## src/rtl/dispatch_scheduler_pkg.sv

```systemverilog
// Shared definitions for the dispatch scheduler.
// Contents:
//   - RV32 base opcode constants
//   - instruction field bit positions
//   - task-class enum and the classify() helper, which maps an opcode to the
//     execution channel that serves it
package dispatch_scheduler_pkg;

  localparam int INS_W = 32;

  localparam logic [6:0] OPC_LOAD   = 7'b0000011;
  localparam logic [6:0] OPC_STORE  = 7'b0100011;
  localparam logic [6:0] OPC_OP     = 7'b0110011;
  localparam logic [6:0] OPC_OPIMM  = 7'b0010011;
  localparam logic [6:0] OPC_BRANCH = 7'b1100011;
  localparam logic [6:0] OPC_JAL    = 7'b1101111;
  localparam logic [6:0] OPC_JALR   = 7'b1100111;
  localparam logic [6:0] OPC_LUI    = 7'b0110111;
  localparam logic [6:0] OPC_AUIPC  = 7'b0010111;

  localparam int OPC_LSB = 0;
  localparam int OPC_MSB = 6;
  localparam int F3_LSB  = 12;
  localparam int F3_MSB  = 14;
  localparam int F7_LSB  = 25;
  localparam int F7_MSB  = 31;

  typedef enum logic {
    TASK_ALU = 1'b0,
    TASK_MEM = 1'b1
  } task_class_e;

  // Loads and stores go to the MEM unit. Everything else, including
  // unrecognised opcodes, goes to the ALU. Illegal encodings are trapped
  // further down the pipe, not here.
  function automatic task_class_e classify(input logic [6:0] opc);
    if ((opc == OPC_LOAD) || (opc == OPC_STORE)) begin
      return TASK_MEM;
    end
    return TASK_ALU;
  endfunction

endpackage

```

## src/rtl/dispatch_fifo.sv

```systemverilog
// Circular buffer used as the in-order issue queue.
// Ports:
//   clk_i    clock
//   rst_i    synchronous active-high reset (clears pointers and count)
//   clear_i  drop all entries (head jumps to tail, count to 0)
//   push_i   write data_i at tail (ignored when full or clearing)
//   pop_i    advance head (ignored when empty or clearing)
//   data_i   entry to write
//   data_o   entry at head (contents are stale when empty_o is high)
//   full_o   count == DEPTH
//   empty_o  count == 0
//   count_o  occupancy
module dispatch_fifo #(
  parameter int DEPTH  = 8,
  parameter int DATA_W = 37,
  parameter int CNT_W  = $clog2(DEPTH + 1)
) (
  input  logic              clk_i,
  input  logic              rst_i,
  input  logic              clear_i,
  input  logic              push_i,
  input  logic              pop_i,
  input  logic [DATA_W-1:0] data_i,
  output logic [DATA_W-1:0] data_o,
  output logic              full_o,
  output logic              empty_o,
  output logic [CNT_W-1:0]  count_o
);

  localparam int PTR_W = $clog2(DEPTH);

  logic [DATA_W-1:0] mem_q [DEPTH];
  logic [PTR_W-1:0]  head_q, head_d;
  logic [PTR_W-1:0]  tail_q, tail_d;
  logic [CNT_W-1:0]  count_q, count_d;
  logic              do_push, do_pop;

  assign full_o  = (count_q == CNT_W'(DEPTH));
  assign empty_o = (count_q == '0);
  assign count_o = count_q;
  assign data_o  = mem_q[head_q];

  assign do_push = push_i & ~full_o & ~clear_i;
  assign do_pop  = pop_i & ~empty_o & ~clear_i;

  // DEPTH is a power of two, so pointer increments wrap naturally.
  always_comb begin
    head_d  = head_q;
    tail_d  = tail_q;
    count_d = count_q;
    if (clear_i) begin
      head_d  = tail_q;
      count_d = '0;
    end else begin
      if (do_push) tail_d = tail_q + PTR_W'(1);
      if (do_pop)  head_d = head_q + PTR_W'(1);
      case ({do_push, do_pop})
        2'b10:   count_d = count_q + CNT_W'(1);
        2'b01:   count_d = count_q - CNT_W'(1);
        default: count_d = count_q;
      endcase
    end
  end

  always_ff @(posedge clk_i) begin
    if (rst_i) begin
      head_q  <= '0;
      tail_q  <= '0;
      count_q <= '0;
    end else begin
      head_q  <= head_d;
      tail_q  <= tail_d;
      count_q <= count_d;
    end
  end

  // Storage is data only; validity is tracked by the pointers, so no reset.
  always_ff @(posedge clk_i) begin
    if (do_push) begin
      mem_q[tail_q] <= data_i;
    end
  end

endmodule

```

## src/rtl/dispatch_scheduler.sv

```systemverilog
// In-order issue buffer between fetch and the execution units.
// Tags incoming instructions with a wrapping id, queues them, decodes the
// head entry and offers it on the ALU or MEM channel.
// Ports:
//   clk_in, rst_in            clock, synchronous active-high reset
//   rdy_in                    global ready; low freezes all state
//   flush_pipeline            drop every queued instruction
//   ins_valid, ins_in         fetch handshake / instruction word
//   ins_ready                 queue not full (registered count only)
//   opcode, funct3, funct7    decoded fields of the head (0 when empty)
//   ins_word, ins_id          head word and tag (0 when empty)
//   alu_task_valid/alu_accept ALU channel handshake
//   mem_task_valid/mem_accept MEM channel handshake
//   count                     queue occupancy
module dispatch_scheduler
  import dispatch_scheduler_pkg::*;
#(
  parameter int DEPTH     = 8,
  parameter int ID_WIDTH  = 5,
  parameter int CNT_WIDTH = $clog2(DEPTH + 1)
) (
  input  logic                 clk_in,
  input  logic                 rst_in,
  input  logic                 rdy_in,
  input  logic                 flush_pipeline,
  input  logic                 ins_valid,
  input  logic [31:0]          ins_in,
  output logic                 ins_ready,
  output logic [6:0]           opcode,
  output logic [2:0]           funct3,
  output logic [6:0]           funct7,
  output logic [31:0]          ins_word,
  output logic [ID_WIDTH-1:0]  ins_id,
  output logic                 alu_task_valid,
  input  logic                 alu_accept,
  output logic                 mem_task_valid,
  input  logic                 mem_accept,
  output logic [CNT_WIDTH-1:0] count
);

  localparam int ENTRY_W = INS_W + ID_WIDTH;

  generate
    if (DEPTH < 2 || (DEPTH & (DEPTH - 1)) != 0) begin : g_bad_depth
      $error("dispatch_scheduler: DEPTH must be a power of two >= 2");
    end
    if (DEPTH > (2 ** ID_WIDTH)) begin : g_bad_id
      $error("dispatch_scheduler: DEPTH must not exceed 2**ID_WIDTH");
    end
  endgenerate

  logic [ID_WIDTH-1:0] next_id_q, next_id_d;
  logic [ENTRY_W-1:0]  head_entry;
  logic [INS_W-1:0]    head_word;
  logic [ID_WIDTH-1:0] head_tag;
  logic                q_full, q_empty;
  logic                enqueue, dispatch, clear;
  logic                offer_ok;
  task_class_e         head_class;

  dispatch_fifo #(
    .DEPTH  (DEPTH),
    .DATA_W (ENTRY_W),
    .CNT_W  (CNT_WIDTH)
  ) u_fifo (
    .clk_i   (clk_in),
    .rst_i   (rst_in),
    .clear_i (clear),
    .push_i  (enqueue),
    .pop_i   (dispatch),
    .data_i  ({ins_in, next_id_q}),
    .data_o  (head_entry),
    .full_o  (q_full),
    .empty_o (q_empty),
    .count_o (count)
  );

  assign head_word  = head_entry[ID_WIDTH +: INS_W];
  assign head_tag   = head_entry[ID_WIDTH-1:0];
  assign head_class = classify(head_word[OPC_MSB:OPC_LSB]);

  // ins_ready looks only at the registered count, so a full queue never
  // accepts in the cycle it dispatches.
  assign ins_ready = ~q_full;

  // Offers are withheld while paused or flushing; rdy_in low also blocks
  // the flush itself, so a held flush takes effect once rdy_in returns.
  assign offer_ok       = ~q_empty & rdy_in & ~flush_pipeline;
  assign alu_task_valid = offer_ok & (head_class == TASK_ALU);
  assign mem_task_valid = offer_ok & (head_class == TASK_MEM);

  assign dispatch = (alu_task_valid & alu_accept) | (mem_task_valid & mem_accept);
  assign enqueue  = ins_valid & ins_ready & rdy_in & ~flush_pipeline;
  assign clear    = flush_pipeline & rdy_in;

  always_comb begin
    opcode   = '0;
    funct3   = '0;
    funct7   = '0;
    ins_word = '0;
    ins_id   = '0;
    if (!q_empty) begin
      opcode   = head_word[OPC_MSB:OPC_LSB];
      funct3   = head_word[F3_MSB:F3_LSB];
      funct7   = head_word[F7_MSB:F7_LSB];
      ins_word = head_word;
      ins_id   = head_tag;
    end
  end

  // Tags are not rewound on flush so ids stay unique across it.
  always_comb begin
    next_id_d = next_id_q;
    if (enqueue) next_id_d = next_id_q + ID_WIDTH'(1);
  end

  always_ff @(posedge clk_in) begin
    if (rst_in) begin
      next_id_q <= '0;
    end else begin
      next_id_q <= next_id_d;
    end
  end

endmodule

```

## config.mk

```make
export PLATFORM = sky130hd
export DESIGN_NAME = dispatch_scheduler
export DESIGN_NICKNAME = d
export VERILOG_FILES = /design/src/rtl/dispatch_scheduler_pkg.sv /design/src/rtl/dispatch_fifo.sv /design/src/rtl/dispatch_scheduler.sv
export SDC_FILE = /design/constraint.sdc
export NUM_CORES = 1
export LEC_CHECK = 0
export ABC_AREA = 0
export CAP_MARGIN = 20
export CORE_AREA = 2 2 140 176
export DETAILED_ROUTE_END_ITERATION = 6
export DIE_AREA = 0 0 142 178
export DONT_BUFFER_PORTS = 1
export GPL_ROUTABILITY_DRIVEN = 0
export PLACE_DENSITY_LB_ADDON = 0.05
export SLEW_MARGIN = 25
export SYNTH_ARGS = -nofsm -noshare
export SYNTH_HDL_FRONTEND = slang
export SYNTH_SLANG_ARGS = --single-unit
```

## constraint.sdc

```tcl
create_clock -name clk_in -period 7.6 [get_ports clk_in]
set_input_delay 2.28 -clock clk_in [delete_from_list [all_inputs] [get_ports clk_in]]
set_output_delay 2.28 -clock clk_in [all_outputs]
set_load 0.03 [all_outputs]
```

* After elaboration in Yosys (flattened, before gate mapping)
Memories as Yosys holds them, arrays and structs flattened. A register that Yosys moved wholly into a read port is not among the register bits. Cells that the tools add are included.
Storage, ports and cells: register bits 15, memory bits (writable) 296, input bits 39, output and inout bits 61, logic and storage cells 56, memories kept 1
Memory list:
- u_fifo.mem_q | depth 8, width 37, read ports 1, clocked after Yosys merged registers in 1, write ports 1, RTL line dispatch_fifo.sv:32 | logic [DATA_W-1:0] mem_q [DEPTH];
Operators by class: add/sub/neg operators 5, equal/unequal tests 5, muxes and demuxes 15, bitwise logic cells 20, reductions and logical operators 6
Operators with widths (count):
- 2-to-1 mux 32 bit | 1
- 2-to-1 mux 3 bit | 5
- AND 1 bit | 14
- 2-to-1 mux 7 bit | 2
- case mux 4 bit (2 select lines) | 1
- == test 7 x 2 -> 1 bit, second input constant | 1
- == test 7 x 6 -> 1 bit, second input constant | 1
- adder 3 x 1 -> 3 bit, second input constant | 2
- adder 5 x 1 -> 5 bit, second input constant | 1
- 2-to-1 mux 1 bit | 5
- 2-to-1 mux 5 bit | 1
- inverter 1 bit | 5
- adder 4 x 1 -> 4 bit, second input constant | 1
- == test 4 bit, second input constant | 1
- zero test 4 bit | 1
- nonzero test 2 bit | 2
- subtractor 4 x 1 -> 4 bit, second input constant | 1
- == test 2 x 1 -> 1 bit, second input constant | 1
- == test 2 bit, second input constant | 1
- AND reduction 2 bit | 1
- OR reduction 2 bit | 1
- logical OR 1 bit | 1
- OR 1 bit | 1

* Longest topological paths before layout
word-level depth 14, mapped depth 15

* Hierarchy
From an unflattened synthesis, not the netlist that was laid out.
Unflattened totals: cell total of the unflattened synthesis 602, area, all modules 12505.7 um^2
Modules (own cells, without submodules):
- dispatch_fifo | times used 1, cells each 509, area each 11815.1 um^2, sequential area each 9148.8 um^2
- dispatch_scheduler | times used 1, cells each 93, area each 690.7 um^2, sequential area each 100.1 um^2

* Worst setup path before layout
Ideal clock, no wire load.
path type input to register, start point in rdy_in, end point mem u_fifo.mem_q[4][0], enable pin, setup time 0.485 ns, data arrival time 5.835 ns, slack 1.280 ns, stages 5, path buffers 1, cells stage by stage nor2b_1 > and3_1 > clkbuf_1 > nand2b_1 > nor3b_1
On the way: longest elaborated chain between the ends 6, elaborated cells on any way between the ends 8
RTL lines:
- start: declaration | RTL line dispatch_scheduler.sv:24 | input logic rdy_in,
- AND 1 bit (2 in series) | RTL line dispatch_scheduler.sv:93 | assign enqueue = ins_valid & ins_ready & rdy_in & ~flush_pipeline;
- AND 1 bit | RTL line dispatch_fifo.sv:43 | assign do_push = push_i & ~full_o & ~clear_i;
- AND 1 bit * | RTL line dispatch_fifo.sv:43
- 2-to-1 mux 1 bit * | RTL line dispatch_fifo.sv:79 | if (do_push) begin
- 2-to-1 mux 1 bit (implied by the code) * | RTL line dispatch_fifo.sv:80 | mem_q[tail_q] <= data_i;
- end: declaration | RTL line dispatch_fifo.sv:32
Mark *: on every way between the ends. The rest lies on a longest branch, timed or not.

==> results.py <==
metrics = {
    "cts": {
        "cts_sinks": 314,
        "cts_resized": 0,
        "cts_buffers": 30,
        "clk_latency_ns": 0.55,
        "h-tree-depth": 1,
        "cts_tree": "yes",
        "path_clk_slew_ns": 0.06,
        "clockBufferDepth": 3,
        "cts_setup_buffers": 0,
        "cts_hold_buffers": 0,
        "cts_root_buf": "clkbuf_16",
    },
    "cells_and_area": {
        "antenna_cells": 0,
        "drive_gt1_share_pct": 22.7,
        "utilization_pct": 57.3,
        "nets": 657,
        "syn_to_final_growth_pct": 9.81,
    },
    "die": {
        "core_area_um2": 23600,
        "io_pins": 100,
        "dieArea_um2": 25300,
        "die_height_um": 178,
        "die-width_um": 142,
        "rows": 63,
        "start_util_pct": 52.2,
    },
    "drt": {
        "drc": 0,
        "m1WireLength_um": 9870,
        "drt_wl_total_um": 23300,
        "via_per_inst": 6.00,
        "wl_met3_um": 1190,
        "drtIter0Drc": 382,
        "top_layer": "met4",
        "vias": 5552,
        "wl_per_cell_um": 25.2,
        "wl_met2_um": 11900,
        "drt_first_pass_iters": 5,
        "ant_nets": 0,
    },
    "timing": {
        "clock.fmax_ghz": 0.180,
        "finalCritPeriodShare_pct": 72.9,
        "hold_viol_final": 0,
        "skew_ns": 0.0160,
        "tns_ns": 0,
        "post-route-min-period_ns": 5.54,
        "maxSlewViolCount": 0,
        "setup_viol": 0,
        "maxSlewHeadroom_pct": 27.7,
        "rsz0062_at_grt": "false",
        "tightest_slew_ns": 1.08,
    },
    "critical_path": {
        "r2r_cells": 13,
        "startpoint_type": "register",
        "end_kind": "output port",
        "crit_required_ns": 5.32,
        "cp_max_fo": 27,
        "critPathKind": "reg2out",
        "cp.arrival_ns": 3.26,
    },
    "logic_synthesis": {
        "async_flop_share_pct": 0,
        "ys_types": 37,
        "synthFlopType": "edfxtp_1",
        "syn_avg_cell_area_um2": 20.2,
        "synth_cells": 609,
        "synth.top_cells.by_count": "edfxtp_1, mux4_2, nor2_1",
        "syn_area_um2": 12300,
        "syn_nets": 655,
        "yosysTopAreaCellShare_pct": 72.3,
        "post-synth-top-count-cell": "edfxtp_1",
        "yosys.area.top_type": "edfxtp_1",
        "synth_area_leaders": "edfxtp_1, mux4_2, mux2i_1",
        "synth-warning-count": 0,
        "ys_seq_elements": 314,
        "synth-edff-count": 296,
        "synth_seq_area_share_pct": 75.2,
    },
    "power": {
        "vdd_drop_max_mv": 0.167,
        "leakage_nw": 4.07,
        "power_density_nw_per_um2": 246,
    },
    "global_route": {
        "grt_pass1_wl_um": 35000,
        "grt_max_degree": 47,
        "antenna_found_initial": 0,
        "grt.overflow.total": 0,
        "grt_pass1_vias": 5985,
        "grt.total_usage_pct": 18.7,
    },
    "min_path": {
        "hp-class": "reg2reg",
        "min_delay_path_depth": 2,
        "worstHoldStart": "u_fifo.tail_q[0]",
    },
    "place": {
        "numPortBuffers": 0,
        "dpl.hpwl_um": 12000,
    },
    "status": {
        "status": "complete, no violations",
    },
    "job": {
        "drv_cap": 0,
    },
}
## metrics by stage
step / instances / cell area [um2] / power [mW] / setup WS (ns) / hold slack [ns]
after floorplan: 609 / 12300 / 2.01 / 1.28 / 0.474
after global placement: 870 / 12600 / 2.02 / 2.16 / 0.505
after detailed placement: 871 / 12600 / 2.02 / 2.14 / 0.513
after CTS: 926 / 13500 / 3.35 / 1.91 / 0.521
after global routing: 926 / 13500 / 3.42 / 1.76 / 0.554
final: 926 / 13500 / 3.32 / 2.06 / 0.513
## placed cells by master (no fill, tap or decap), types with 7 or more instances in the layout
| cell | count |
|---|---|
| nand2_1 | 13 |
| clkinv_1 | 9 |
| clkbuf_16 | 30 |
| nor2_1 | 44 |
| mux2i_1 | 43 |
| mux2_2 | 7 |
| dfxtp_1 | 15 |
| clkbuf_1 | 11 |
| edfxtp_1 | 296 |
| buf_4 | 15 |
| mux4_2 | 67 |
## cells by family after synthesis
group                      after synthesis  synth area share (%)
buffers and inverters                   51                  2.20
AOI/OAI and AO/OA                       17                 0.936
DFF                                    314                  75.2
and+or+nand+nor                         92                  3.57
adders and majority gates                7                 0.773
xor gates and xnor gates                 9                 0.641
muxes                                  119                  16.6
## where the power goes
| group | total, mW | internal [mW] | switching [mW] |
|---|---|---|---|
| sequential | 1.91 | 1.90 | 0.00814 |
| combinational | 0.0760 | 0.0263 | 0.0497 |
| clock | 1.34 | 0.745 | 0.593 |
| total | 3.32 | 2.67 | 0.651 |
## path summary, 6_finish.rpt
kind	to	slack [ns]
worst max-delay path	alu_task_valid	2.06
worst min-delay path	u_fifo.tail_q[0]	0.51
worst max register to register	u_fifo.count_o[3]	3.37
worst min register to register	u_fifo.tail_q[0]	0.51
## per-layer routing
metal | vias up | global-route usage (%)
li1 | 2433 | -
met1 | 2957 | 24.8
met2 | 129 | 32.2
met3 | 33 | 3.79
met4 | 0 | 4.71
met5 | - | 0
## state kept, by name (all words and copies together) (netlist names), named ones only
register / flops
u_fifo.mem_q: 296
next_id_q: 5
u_fifo.count_o: 4
u_fifo.head_q: 3
u_fifo.tail_q: 3
## worst max-delay path: stages, from the launching register on
cell      delay (ns)
dfxtp_2         0.68
buf_4           0.57
mux4_2          0.39
mux2_2          0.30
o211ai_1        0.18
nor4_4          0.10
nor2b_1         0.48
## cell type report
cell class | count | area, um2
fillers | 1779 | 10100
flip-flops and latches | 314 | 9260
multi-input cells | 244 | 2840
clock buffers | 43 | 820
well taps | 292 | 365
repair buffers | 16 | 140
clock inverters | 12 | 62.6
inverters | 5 | 18.8
Note: power is estimated with default switching activity, not from simulation.
